$ cat config.mk
export PLATFORM = sky130hd
export DESIGN_NAME = altair_mem_arb_flat
export DESIGN_NICKNAME = d
export VERILOG_FILES = /design/src/rtl/altair_mem_arb_pkg.sv /design/src/rtl/altair_mem_arb_if.sv /design/src/rtl/altair_mem_arb_arb2_pick.sv /design/src/rtl/altair_mem_arb.sv /design/src/flat_wrapper.sv
export SDC_FILE = /design/constraint.sdc
export NUM_CORES = 1
export LEC_CHECK = 0
export ABC_AREA = 1
export BUFFER_PORTS_ARGS = -buffer_cell sky130_fd_sc_hd__clkbuf_2
export CAP_MARGIN = 20
export CORE_AREA = 5 5 86 120
export DETAILED_ROUTE_END_ITERATION = 16
export DIE_AREA = 0 0 91 125
export GPL_TIMING_DRIVEN = 0
export PLACE_DENSITY_LB_ADDON = 0.12
export REMOVE_ABC_BUFFERS = 1
export SETUP_SLACK_MARGIN = 0.5
export SYNTH_ARGS = -nofsm -noshare
export SYNTH_HDL_FRONTEND = slang
export SYNTH_SLANG_ARGS = --single-unit
$ cat constraint.sdc
create_clock -name clk -period 1.61 [get_ports clk]
set_input_delay 0.322 -clock clk [delete_from_list [all_inputs] [get_ports clk]]
set_output_delay 0.322 -clock clk [all_outputs]
set_load 0.03 [all_outputs]
$ cat src/rtl/altair_mem_arb_pkg.sv
// altair_pkg: shared types and constants for the Altair main-RAM arbiter.
//   state_t        - access sequencer states (IDLE -> GRANT -> DATA)
//   OWN_CPU/OWN_DMA - encoding of the owner output
//   sat_inc        - saturating increment for the starvation counter
package altair_pkg;

  typedef enum logic [1:0] {
    IDLE  = 2'd0,
    GRANT = 2'd1,
    DATA  = 2'd2
  } state_t;

  localparam logic OWN_CPU = 1'b0;
  localparam logic OWN_DMA = 1'b1;

  localparam int STARVE_LIMIT_DEF = 4;
  localparam int CNT_W            = 4;

  // Count up by one, never past lim.
  function automatic logic [CNT_W-1:0] sat_inc(input logic [CNT_W-1:0] v,
                                               input logic [CNT_W-1:0] lim);
    if (v >= lim) begin
      sat_inc = lim;
    end else begin
      sat_inc = v + 4'd1;
    end
  endfunction

endpackage

$ cat src/rtl/altair_mem_arb_if.sv
// altair_mem_arb_if: bus bundle between the two requesters, the arbiter and
// the RAM. slave = arbiter view, master = requester/RAM (environment) view.
//   cpu_*/dma_* : req, we, addr, wdata in; ack, rdata out
//   mem_*       : registered addr/wdata/rd/we out, rdata in
//   busy, owner : sequencer status
interface altair_mem_arb_if #(
  parameter int ADDR_WIDTH = 13,
  parameter int DATA_WIDTH = 8
);
  logic                  cpu_req;
  logic                  cpu_we;
  logic [ADDR_WIDTH-1:0] cpu_addr;
  logic [DATA_WIDTH-1:0] cpu_wdata;
  logic                  cpu_ack;
  logic [DATA_WIDTH-1:0] cpu_rdata;
  logic                  dma_req;
  logic                  dma_we;
  logic [ADDR_WIDTH-1:0] dma_addr;
  logic [DATA_WIDTH-1:0] dma_wdata;
  logic                  dma_ack;
  logic [DATA_WIDTH-1:0] dma_rdata;
  logic [ADDR_WIDTH-1:0] mem_addr;
  logic [DATA_WIDTH-1:0] mem_wdata;
  logic                  mem_rd;
  logic                  mem_we;
  logic [DATA_WIDTH-1:0] mem_rdata;
  logic                  busy;
  logic                  owner;

  modport slave (
    input  cpu_req, cpu_we, cpu_addr, cpu_wdata,
    input  dma_req, dma_we, dma_addr, dma_wdata,
    input  mem_rdata,
    output cpu_ack, cpu_rdata, dma_ack, dma_rdata,
    output mem_addr, mem_wdata, mem_rd, mem_we, busy, owner
  );

  modport master (
    output cpu_req, cpu_we, cpu_addr, cpu_wdata,
    output dma_req, dma_we, dma_addr, dma_wdata,
    output mem_rdata,
    input  cpu_ack, cpu_rdata, dma_ack, dma_rdata,
    input  mem_addr, mem_wdata, mem_rd, mem_we, busy, owner
  );
endinterface

$ cat src/rtl/altair_mem_arb_arb2_pick.sv
// arb2_pick: combinational winner select between CPU and DMA.
//   cpu_req, dma_req : pending requests
//   owner            : last granted requester
//   owner_valid      : 0 until the first grant after reset (CPU wins that tie)
//   starve_hit       : starvation counter has reached its limit
//   grant_any        : some requester wins this cycle
//   grant_dma        : 1 = DMA wins, 0 = CPU wins
module arb2_pick
  import altair_pkg::*;
#(
  parameter int CPU_PRIORITY = 1
) (
  input  logic cpu_req,
  input  logic dma_req,
  input  logic owner,
  input  logic owner_valid,
  input  logic starve_hit,
  output logic grant_any,
  output logic grant_dma
);

  localparam logic PRIO_MODE = (CPU_PRIORITY != 0) ? 1'b1 : 1'b0;

  logic rr_pick_s;

  // Winner selection; only a tie needs the mode-specific rule.
  always_comb begin
    grant_any = cpu_req | dma_req;
    rr_pick_s = owner_valid & (owner == OWN_CPU);
    if (cpu_req && dma_req) begin
      grant_dma = PRIO_MODE ? starve_hit : rr_pick_s;
    end else begin
      grant_dma = dma_req;
    end
  end

endmodule

$ cat src/rtl/altair_mem_arb.sv
// altair_mem_arb: serialises CPU and DMA accesses onto the single-port main
// RAM through an IDLE -> GRANT -> DATA sequencer.
//   clk, reset (async, active-low)
//   bus : altair_mem_arb_if.slave (requester handshakes, RAM port, status)
// Read data reaches the requester in the ack cycle by forwarding mem_rdata,
// and is held afterwards in a per-requester register.
module altair_mem_arb
  import altair_pkg::*;
#(
  parameter int ADDR_WIDTH   = 13,
  parameter int DATA_WIDTH   = 8,
  parameter int CPU_PRIORITY = 1,
  parameter int STARVE_LIMIT = STARVE_LIMIT_DEF
) (
  input  logic             clk,
  input  logic             reset,
  altair_mem_arb_if.slave  bus
);

  localparam logic [CNT_W-1:0] LIMIT = CNT_W'(STARVE_LIMIT);

  state_t                state_r;
  logic [ADDR_WIDTH-1:0] mem_addr_r;
  logic [DATA_WIDTH-1:0] mem_wdata_r;
  logic                  we_r;
  logic                  mem_rd_r;
  logic                  mem_we_r;
  logic                  busy_r;
  logic                  owner_r;
  logic                  owner_valid_r;
  logic                  cpu_ack_r;
  logic                  dma_ack_r;
  logic [DATA_WIDTH-1:0] cpu_rdata_r;
  logic [DATA_WIDTH-1:0] dma_rdata_r;
  logic [CNT_W-1:0]      cnt_r;
  logic [CNT_W-1:0]      cnt_nxt_s;

  logic                  grant_any_s;
  logic                  grant_dma_s;
  logic                  starve_hit_s;
  logic                  sel_we_s;
  logic [ADDR_WIDTH-1:0] sel_addr_s;
  logic [DATA_WIDTH-1:0] sel_wdata_s;

  assign starve_hit_s = bus.dma_req & (cnt_r == LIMIT);

  arb2_pick #(.CPU_PRIORITY(CPU_PRIORITY)) u_pick (
    .cpu_req     (bus.cpu_req),
    .dma_req     (bus.dma_req),
    .owner       (owner_r),
    .owner_valid (owner_valid_r),
    .starve_hit  (starve_hit_s),
    .grant_any   (grant_any_s),
    .grant_dma   (grant_dma_s)
  );

  // Mux the winning requester's command fields.
  always_comb begin
    if (grant_dma_s) begin
      sel_we_s    = bus.dma_we;
      sel_addr_s  = bus.dma_addr;
      sel_wdata_s = bus.dma_wdata;
    end else begin
      sel_we_s    = bus.cpu_we;
      sel_addr_s  = bus.cpu_addr;
      sel_wdata_s = bus.cpu_wdata;
    end
  end

  // Starvation counter next value; it only moves on IDLE-cycle decisions.
  always_comb begin
    cnt_nxt_s = cnt_r;
    if (CPU_PRIORITY == 0) begin
      cnt_nxt_s = '0;
    end else if (state_r == IDLE) begin
      if (!bus.dma_req || (grant_any_s && grant_dma_s)) begin
        cnt_nxt_s = '0;
      end else if (grant_any_s) begin
        cnt_nxt_s = sat_inc(cnt_r, LIMIT);
      end else begin
        cnt_nxt_s = cnt_r;
      end
    end else begin
      cnt_nxt_s = cnt_r;
    end
  end

  // Starvation counter register.
  always_ff @(posedge clk or negedge reset) begin
    if (!reset) begin
      cnt_r <= '0;
    end else begin
      cnt_r <= cnt_nxt_s;
    end
  end

  // Access sequencer with registered RAM strobes, acks and status.
  always_ff @(posedge clk or negedge reset) begin
    if (!reset) begin
      state_r       <= IDLE;
      mem_addr_r    <= '0;
      mem_wdata_r   <= '0;
      we_r          <= 1'b0;
      mem_rd_r      <= 1'b0;
      mem_we_r      <= 1'b0;
      busy_r        <= 1'b0;
      owner_r       <= OWN_CPU;
      owner_valid_r <= 1'b0;
      cpu_ack_r     <= 1'b0;
      dma_ack_r     <= 1'b0;
      cpu_rdata_r   <= '0;
      dma_rdata_r   <= '0;
    end else begin
      mem_rd_r  <= 1'b0;
      mem_we_r  <= 1'b0;
      cpu_ack_r <= 1'b0;
      dma_ack_r <= 1'b0;
      case (state_r)
        IDLE: begin
          if (grant_any_s) begin
            mem_addr_r    <= sel_addr_s;
            mem_wdata_r   <= sel_wdata_s;
            we_r          <= sel_we_s;
            mem_rd_r      <= ~sel_we_s;
            mem_we_r      <= sel_we_s;
            owner_r       <= grant_dma_s;
            owner_valid_r <= 1'b1;
            busy_r        <= 1'b1;
            state_r       <= GRANT;
          end else begin
            state_r <= IDLE;
          end
        end
        GRANT: begin
          cpu_ack_r <= (owner_r == OWN_CPU);
          dma_ack_r <= (owner_r == OWN_DMA);
          state_r   <= DATA;
        end
        DATA: begin
          // Keep the forwarded read word once the ack cycle ends.
          if (!we_r) begin
            if (owner_r == OWN_DMA) begin
              dma_rdata_r <= bus.mem_rdata;
            end else begin
              cpu_rdata_r <= bus.mem_rdata;
            end
          end
          busy_r  <= 1'b0;
          state_r <= IDLE;
        end
        default: begin
          busy_r  <= 1'b0;
          state_r <= IDLE;
        end
      endcase
    end
  end

  assign bus.mem_addr  = mem_addr_r;
  assign bus.mem_wdata = mem_wdata_r;
  assign bus.mem_rd    = mem_rd_r;
  assign bus.mem_we    = mem_we_r;
  assign bus.busy      = busy_r;
  assign bus.owner     = owner_r;
  assign bus.cpu_ack   = cpu_ack_r;
  assign bus.dma_ack   = dma_ack_r;
  // The RAM word arrives in the ack cycle itself, so forward it while ack is up.
  assign bus.cpu_rdata = (cpu_ack_r && !we_r) ? bus.mem_rdata : cpu_rdata_r;
  assign bus.dma_rdata = (dma_ack_r && !we_r) ? bus.mem_rdata : dma_rdata_r;

endmodule

$ cat src/flat_wrapper.sv
// flat-port wrapper written by rule: the top's interface ports become plain ports
module altair_mem_arb_flat import altair_pkg::*;
#(
  parameter int ADDR_WIDTH   = 13,
  parameter int DATA_WIDTH   = 8,
  parameter int CPU_PRIORITY = 1,
  parameter int STARVE_LIMIT = STARVE_LIMIT_DEF
)
  (clk, reset, bus_cpu_req, bus_cpu_we, bus_cpu_addr, bus_cpu_wdata, bus_dma_req, bus_dma_we, bus_dma_addr, bus_dma_wdata, bus_mem_rdata, bus_cpu_ack, bus_cpu_rdata, bus_dma_ack, bus_dma_rdata, bus_mem_addr, bus_mem_wdata, bus_mem_rd, bus_mem_we, bus_busy, bus_owner);
  altair_mem_arb_if #(.ADDR_WIDTH(ADDR_WIDTH), .DATA_WIDTH(DATA_WIDTH)) bus_i ();
  input  logic clk;
  input  logic reset;
  input wire logic [$bits(bus_i.cpu_req)-1:0] bus_cpu_req;
  input wire logic [$bits(bus_i.cpu_we)-1:0] bus_cpu_we;
  input wire logic [$bits(bus_i.cpu_addr)-1:0] bus_cpu_addr;
  input wire logic [$bits(bus_i.cpu_wdata)-1:0] bus_cpu_wdata;
  input wire logic [$bits(bus_i.dma_req)-1:0] bus_dma_req;
  input wire logic [$bits(bus_i.dma_we)-1:0] bus_dma_we;
  input wire logic [$bits(bus_i.dma_addr)-1:0] bus_dma_addr;
  input wire logic [$bits(bus_i.dma_wdata)-1:0] bus_dma_wdata;
  input wire logic [$bits(bus_i.mem_rdata)-1:0] bus_mem_rdata;
  output wire logic [$bits(bus_i.cpu_ack)-1:0] bus_cpu_ack;
  output wire logic [$bits(bus_i.cpu_rdata)-1:0] bus_cpu_rdata;
  output wire logic [$bits(bus_i.dma_ack)-1:0] bus_dma_ack;
  output wire logic [$bits(bus_i.dma_rdata)-1:0] bus_dma_rdata;
  output wire logic [$bits(bus_i.mem_addr)-1:0] bus_mem_addr;
  output wire logic [$bits(bus_i.mem_wdata)-1:0] bus_mem_wdata;
  output wire logic [$bits(bus_i.mem_rd)-1:0] bus_mem_rd;
  output wire logic [$bits(bus_i.mem_we)-1:0] bus_mem_we;
  output wire logic [$bits(bus_i.busy)-1:0] bus_busy;
  output wire logic [$bits(bus_i.owner)-1:0] bus_owner;
  assign bus_i.cpu_req = bus_cpu_req;
  assign bus_i.cpu_we = bus_cpu_we;
  assign bus_i.cpu_addr = bus_cpu_addr;
  assign bus_i.cpu_wdata = bus_cpu_wdata;
  assign bus_i.dma_req = bus_dma_req;
  assign bus_i.dma_we = bus_dma_we;
  assign bus_i.dma_addr = bus_dma_addr;
  assign bus_i.dma_wdata = bus_dma_wdata;
  assign bus_i.mem_rdata = bus_mem_rdata;
  assign bus_cpu_ack = bus_i.cpu_ack;
  assign bus_cpu_rdata = bus_i.cpu_rdata;
  assign bus_dma_ack = bus_i.dma_ack;
  assign bus_dma_rdata = bus_i.dma_rdata;
  assign bus_mem_addr = bus_i.mem_addr;
  assign bus_mem_wdata = bus_i.mem_wdata;
  assign bus_mem_rd = bus_i.mem_rd;
  assign bus_mem_we = bus_i.mem_we;
  assign bus_busy = bus_i.busy;
  assign bus_owner = bus_i.owner;
  altair_mem_arb #(.ADDR_WIDTH(ADDR_WIDTH), .DATA_WIDTH(DATA_WIDTH), .CPU_PRIORITY(CPU_PRIORITY), .STARVE_LIMIT(STARVE_LIMIT)) u_core (.clk(clk), .reset(reset), .bus(bus_i));
endmodule
==> results of run 1 <==
[cell usage in the layout, fill, tap and decap left out, types with 10 or more instances in the layout]
cell type | netlist | routed
sky130_fd_sc_hd__inv_1 | 59 | 56
sky130_fd_sc_hd__dfrtp_1 | 50 | 47
sky130_fd_sc_hd__buf_4 | 4 | 31
sky130_fd_sc_hd__nand2_4 | 2 | 16
sky130_fd_sc_hd__nand2_2 | 0 | 19
sky130_fd_sc_hd__nand3_2 | 21 | 30
sky130_fd_sc_hd__clkbuf_2 | 0 | 54
sky130_fd_sc_hd__nand2_1 | 105 | 68
sky130_fd_sc_hd__o21ai_2 | 0 | 10
sky130_fd_sc_hd__o21ai_1 | 17 | 22
sky130_fd_sc_hd__buf_8 | 0 | 27
sky130_fd_sc_hd__nand3_1 | 28 | 15
sky130_fd_sc_hd__buf_6 | 1 | 10
[layer usage]
metal | routed length [um] | vias up
met5 | 0 | -
met2 | 4200 | 95
met3 | 597 | 18
li1 | - | 1301
met1 | 3430 | 1278
met4 | 204 | 0
[layout make-up]
type | instances | area, um2 | area share, %
tap | 110 | 138 | 2.99
inverter | 63 | 249 | 5.41
multi-input combinational | 212 | 1600 | 34.7
timing repair buffer | 132 | 1190 | 26.0
clock inverter | 2 | 37.5 | 0.816
clock buffer | 6 | 129 | 2.80
sequential | 50 | 1250 | 27.3
[critical path: stages, from the launching register on]
cell and delay, ps:
sky130_fd_sc_hd__dfrtp_1 410, sky130_fd_sc_hd__inv_4 120, sky130_fd_sc_hd__nand2_8 110, sky130_fd_sc_hd__o21ai_2 160, sky130_fd_sc_hd__clkbuf_8 180
[worst max-delay path by stage]
stage                            start          endpoint  depth (start not counted)  slack (ps)
floorplan           u_core.bus.cpu_ack  bus_cpu_rdata[0]                          2        -230
global placement           bus_dma_req       u_core.we_r                          5        -650
detailed placement         bus_dma_req       u_core.we_r                          5        -640
CTS                        u_core.we_r  bus_dma_rdata[6]                          4          -8
global route               u_core.we_r  bus_cpu_rdata[0]                          5         -40
finish                     u_core.we_r  bus_dma_rdata[3]                          4          20
[state kept, by name, summed over array words and instances, names as in the netlist]
signal	cells
u_core.bus.mem_wdata	8
u_core.bus.dma_ack	1
u_core.bus.busy	1
u_core.cpu_rdata_r	8
u_core.we_r	1
u_core.bus.owner	1
u_core.bus.mem_we	1
u_core.dma_rdata_r	8
u_core.bus.cpu_ack	1
u_core.state_r	2
u_core.bus.mem_addr	13
u_core.cnt_r	4
u_core.bus.mem_rd	1
[what timing repair did]
action / in CTS / in global routing
gates cloned: 8 / 0
resized for setup: 168 / 88
buffers inserted: 20 / 13
endpoints found under the setup margin: 89 / 88
pin swaps: 24 / 21
[power groups by stage]
stage	Combinational, mW	Clock [mW]	Sequential (mW)
floorplan	1.93	0	2.81
global placement	3.60	0	2.21
detailed placement	3.65	0	2.22
CTS	5.24	1.25	2.29
global route	6.30	1.31	2.45
finish	5.86	1.21	2.39
[cells by family (layout without fill, tap and decap cells)]
| logic type | count (synthesis) | after routing | synth area share (%) |
|---|---|---|---|
| simple gates | 163 | 170 | 30.3 |
| buf+inv | 78 | 203 | 13.5 |
| flops | 50 | 50 | 47.3 |
| compound gates | 39 | 40 | 7.94 |
| fa+ha+maj | 2 | 2 | 0.945 |
[metrics by stage]
step                      setup slack (ps)  cell area, um2  cells  util [%]
after floorplan                       -233            2530    317         -
after global placement                -645            3160    525      34.4
after detailed placement              -641            3180    526      34.6
after global routing                 -40.5            4600    575      50.0
final                                 15.5            4600    575      50.0
after CTS                            -7.84            4270    562      46.4
==> results.py, run 1 <==
metrics = {
    "outcome": {
        "status": "completed",
    },
    "grt": {
        "met3_usage_pct": 4.45,
        "first_global_vias": 2760,
        "pin_count_of_the_biggest_net_entering_global_routing": 30,
        "grt.busiest_layer": "met2",
        "globalRouteMet2Util_pct": 25.4,
        "globalRouteOverflowTotal": 0,
        "grt_usage_pct": 15.1,
        "groute.layer.met1.usage_pct": 18.6,
        "wire_length_of_the_first_global_routing_pass_mm": 14.1,
        "number_of_antenna_violations_at_the_first_check_in_global_routing": 0,
    },
    "route": {
        "routed_wire_length_mm": 8.43,
        "route.detailed.wl_per_inst_um": 14.7,
        "drt-vias-per-instance": 4.68,
        "drc": 0,
        "count_of_routing_violations_after_the_opening_detailed_route_iteration": 97,
        "drt.antenna.violating_nets": 0,
        "drt_pass1_iterations": 4,
        "via_count": 2692,
    },
    "floorplan": {
        "placementRows": 42,
        "dieHeight_um": 125,
        "effective_utilization_at_floorplan_pct": 28.8,
        "core_region_area_um2": 9200,
        "die_area_um2": 11400,
        "ioPinCount": 99,
        "die_w_um": 91,
    },
    "placed_design": {
        "place.gp.congestion": 0.711,
        "detailedPlacementHpwl_mm": 4.74,
        "io_buffers": 98,
    },
    "yosys": {
        "syn-instance-count": 332,
        "synthesis.area_um2": 2650,
        "synth_enable_flop_cells": 0,
        "synth_top_cell_by_area": "sky130_fd_sc_hd__dfrtp_1",
        "ys_warn_count": 0,
        "ys.flop_type": "sky130_fd_sc_hd__dfrtp_1",
        "synth_commonest_cells": "sky130_fd_sc_hd__nand2_1, sky130_fd_sc_hd__inv_1, sky130_fd_sc_hd__dfrtp_1, sky130_fd_sc_hd__nand3_1, sky130_fd_sc_hd__nand3_2",
        "synth.yosys.seq_area_share_pct": 47.3,
        "synth.lib_cells_used.distinct": 22,
        "async_flop_share_pct": 100,
        "postSynthRegisterBits": 50,
        "synth_area_per_cell_um2": 7.97,
        "synthDominantCellAreaShare_pct": 47.3,
        "yosys.cell_count.top_type": "sky130_fd_sc_hd__nand2_1",
        "ys_top_cells_by_area": "sky130_fd_sc_hd__dfrtp_1, sky130_fd_sc_hd__nand2_1, sky130_fd_sc_hd__inv_1, sky130_fd_sc_hd__nand3_2, sky130_fd_sc_hd__nand3_1",
    },
    "power_and_ir_drop": {
        "leakagePower_nw": 2.40,
        "p_sw_mw": 4.25,
        "power_per_cell_area_nw_per_um2": 2060,
        "power.ir.vdd_worst_mv": 1.09,
        "switching_share_pct": 44.9,
        "power.share.combinational_pct": 62.0,
        "clock_power_share_pct": 12.8,
        "p_seq_share_pct": 25.3,
        "fin_total_pwr_mw": 9.45,
        "internal_power_mw": 5.21,
    },
    "setup_path": {
        "required_ps": 1290,
        "wp_data_arrival_ps": 1270,
        "worst_setup_path_start_kind": "flop",
        "worst-path-max-fanout": 16,
        "rr_endpoint": "u_core.bus.mem_addr[1]",
        "worst_setup_slack_for_register_to_register_paths_ps": 240,
        "end_kind": "primary output",
        "timing.reg2reg.worst_path_depth": 9,
        "timing.setup.critical_path_class": "reg2out",
        "r2r_start": "u_core.cnt_r[1]",
    },
    "sta": {
        "layout_worst_path_cycle_share_pct": 99.0,
        "worst_slew_margin_rel_pct": 56.2,
        "fin_crit_ps": 1590,
        "rsz_0062_raised_after_global_routing": "yes",
        "final_setup_viols": 0,
        "timing_max_transition_violations_final": 0,
        "finalHoldViolCount": 0,
        "fin_tns_setup_ps": 0,
        "hold-worst-slack_ps": 50.0,
        "max_clock_freq_mhz": 627,
        "final.setup_skew_ps": 4.68,
        "worst_pin_slew_ps": 657,
    },
    "finish": {
        "syn2layout_area_growth_pct": 73.7,
        "antenna_cells": 0,
        "filler_cell_count": 905,
        "final_nets": 522,
        "final_layout_size_suffix_gt1_share_pct": 53.5,
    },
    "clocking": {
        "clk_latency_ps": 290,
        "h-tree-depth": 2,
        "max-clock-path-buffers": 2,
        "clock-sinks": 50,
        "cts_root_buffer": "sky130_fd_sc_hd__clkbuf_16",
        "tritoncts.num_buffers": 5,
        "postCtsHoldBufs": 0,
        "path_clk_slew_ps": 70,
        "tritoncts": "built",
    },
    "run": {
        "max_cap_check_violation_count": 0,
    },
    "min_path": {
        "min-delay-path-class": "in2async",
    },
}
Note: power is estimated with default switching activity, not from simulation.
==> run 2: changes to the inputs <==
- CTS_BUF_LIST: not set -> sky130_fd_sc_hd__clkbuf_2
==> results.py, run 2 (same netlist as run 1, synthesis figures left out) <==
metrics = {
    "floorplan": {
        "effective_utilization_at_floorplan_pct": 28.8,
        "die_w_um": 91,
        "core_region_area_um2": 9200,
        "placementRows": 42,
        "die_area_um2": 11400,
        "dieHeight_um": 125,
        "ioPinCount": 99,
    },
    "finish": {
        "area_of_combinational_cells_with_multiple_inputs_um2": 1600,
        "most_common_library_cell_in_the_layout_ignoring_fill_and_taps": "sky130_fd_sc_hd__nand2_1",
        "fin_util_pct": 48.8,
        "final-seq-area_um2": 1250,
        "post_layout_nonfiller_instances": 576,
        "most_used_cells_in_the_layout_excluding_fill_and_tap_cells": "sky130_fd_sc_hd__nand2_1, sky130_fd_sc_hd__clkbuf_2, sky130_fd_sc_hd__inv_1",
        "syn2layout_area_growth_pct": 69.6,
        "largest_register_ffs": 13,
        "final_nets": 523,
        "antenna_cells": 0,
        "postLayoutCellArea_um2": 4490,
        "final_layout_size_suffix_gt1_share_pct": 52.6,
        "filler_cell_count": 904,
    },
    "setup_path": {
        "required_ps": 1290,
        "timing.critical_path.slowest_stage_cell": "sky130_fd_sc_hd__dfrtp_1",
        "timing.setup.critical_path_class": "reg2out",
        "critical-path-max-stage-delay_ps": 470,
        "rr_endpoint": "u_core.bus.mem_addr[11]",
        "wp_data_arrival_ps": 1480,
        "path_cells": "inv_4 > nand2_8 > o21ai_2 > clkbuf_8",
        "critPathTopFamily": "flip-flops",
        "worst_setup_path_start_kind": "flop",
        "crit_cells": 4,
        "end_kind": "primary output",
        "cp-startpoint": "u_core.we_r",
        "timing.reg2reg.worst_path_depth": 8,
        "crit_path_end": "bus_dma_rdata[3]",
        "worst_setup_slack_for_register_to_register_paths_ps": 190,
        "worst-path-max-fanout": 16,
        "r2r_start": "u_core.cnt_r[0]",
        "number_of_buffers_and_inverters_on_the_critical_path": 2,
    },
    "route": {
        "drt.antenna.violating_nets": 0,
        "drt_pass1_iterations": 4,
        "route.detailed.wl_per_inst_um": 14.0,
        "drc": 0,
        "routed_wire_length_mm": 8.07,
        "drt-vias-per-instance": 4.51,
        "via_count": 2597,
        "count_of_routing_violations_after_the_opening_detailed_route_iteration": 80,
    },
    "clocking": {
        "clock-sinks": 50,
        "tritoncts": "built",
        "cts_root_buffer": "sky130_fd_sc_hd__clkbuf_2",
        "h-tree-depth": 2,
        "clk_latency_ps": 450,
        "tritoncts.num_buffers": 5,
        "max-clock-path-buffers": 2,
        "path_clk_slew_ps": 280,
    },
    "min_path": {
        "min-delay-path-class": "in2reg",
    },
    "sta": {
        "timing_max_transition_violations_final": 0,
        "final.setup_skew_ps": 30.4,
        "layout_worst_path_cycle_share_pct": 112,
        "finalHoldViolCount": 0,
        "max_clock_freq_mhz": 555,
        "worst_pin_slew_ps": 647,
        "final.setup.worst_slack_ps": -191,
        "fin_crit_ps": 1800,
        "rsz_0062_raised_after_global_routing": "yes",
        "worst_slew_margin_rel_pct": 56.9,
        "final_setup_viols": 16,
    },
    "power_and_ir_drop": {
        "power.ir.vdd_worst_mv": 1.10,
        "fin_total_pwr_mw": 8.88,
        "power_per_cell_area_nw_per_um2": 1980,
        "leakagePower_nw": 2.34,
    },
    "outcome": {
        "status": "finished, violations left",
        "violations": "setup timing",
    },
    "grt": {
        "grt_usage_pct": 14.6,
        "first_global_vias": 2723,
        "globalRouteOverflowTotal": 0,
        "number_of_antenna_violations_at_the_first_check_in_global_routing": 0,
        "pin_count_of_the_biggest_net_entering_global_routing": 30,
        "wire_length_of_the_first_global_routing_pass_mm": 13.7,
    },
    "placed_design": {
        "detailed_place.area_um2": 3180,
        "dp_cells": 526,
        "detailedPlacementHpwl_mm": 4.74,
        "pre_cts_ws_ps": -641,
        "place.gp.congestion": 0.711,
        "io_buffers": 98,
    },
    "run": {
        "max_cap_check_violation_count": 0,
    },
}
==> run 2: changes by cell type in the layout (fill, tap and decap cells not counted), moves of 2 or more <==
cell / change
sky130_fd_sc_hd__buf_12: +2
sky130_fd_sc_hd__buf_6: -4
sky130_fd_sc_hd__clkbuf_16: -6
sky130_fd_sc_hd__clkbuf_2: +6
sky130_fd_sc_hd__nand2_1: +13
sky130_fd_sc_hd__nand2_2: -4
sky130_fd_sc_hd__nand2_4: -8
sky130_fd_sc_hd__nand3_1: -12
sky130_fd_sc_hd__nand3_2: +6
sky130_fd_sc_hd__nand3_4: +6
sky130_fd_sc_hd__o21ai_1: +5
sky130_fd_sc_hd__o21ai_2: -4
==> run 2: worst register-to-register path: cells and delay by family (launching register included) <==
family	cells	cell delay, ps
buffers and inverters	2	260
DFF	1	460
and+or+nand+nor	5	470
adders and majority gates	1	140
==> run 2: how the worst min path moves through the flow <==
| stage | from | end | slack (ps) | depth (start not counted) |
|---|---|---|---|---|
| 4_1_cts | bus_cpu_wdata[0] | u_core.bus.mem_wdata[0] | 90 | 5 |
| 5_1_grt | bus_cpu_wdata[3] | u_core.bus.mem_wdata[3] | 80 | 5 |
| 6_report | bus_cpu_wdata[1] | u_core.bus.mem_wdata[1] | 120 | 5 |
| 2_1_floorplan | reset | u_core.bus.busy | 30 | 0 |
| 3_3_place_gp | u_core.bus.mem_addr[2] | u_core.bus.mem_addr[2] | 470 | 2 |
| 3_5_place_dp | reset | u_core.cpu_rdata_r[0] | 390 | 1 |
==> run 2: repair_timing <==
item                                    CTS  global route
resized for setup                       171            71
hold buffers                              1             0
gates cloned                             10             1
pin swaps                                40            17
buffers inserted                         19            11
endpoints found under the hold margin    23             0
endpoints found under the setup margin   89            89
==> run 2: area by class of cell <==
class,instances,share of cell area [%]
clock buffer,6,0.669
clock inverter,2,0.836
inverter,63,5.55
multi-input combinational,213,35.6
sequential,50,28.0
tap,110,3.07
timing repair buffer,130,26.0
timing repair inverter,2,0.334
==> run 2: layer usage <==
metal	routed length (um)	share of wire [%]	track usage (%)
met5	0	0	0
met1	3370	42	17.9
met4	84	1.0	3.97
met2	4070	50	24.8
met3	552	6.8	4.21
==> run 2: where the power goes <==
group          leakage, nW  internal [mW]  switching (mW)
combinational         1.69           2.61            3.22
clock               0.0392          0.268           0.422
sequential           0.612           1.85           0.511
==> run 2: through the flow <==
stage	hold WS, ps	setup TNS, ps
after floorplan	26.4	-3730
after global placement	465	-14630
after detailed placement	386	-14740
after CTS	89.9	-3840
after global routing	80.8	-4620
final	120	-2630
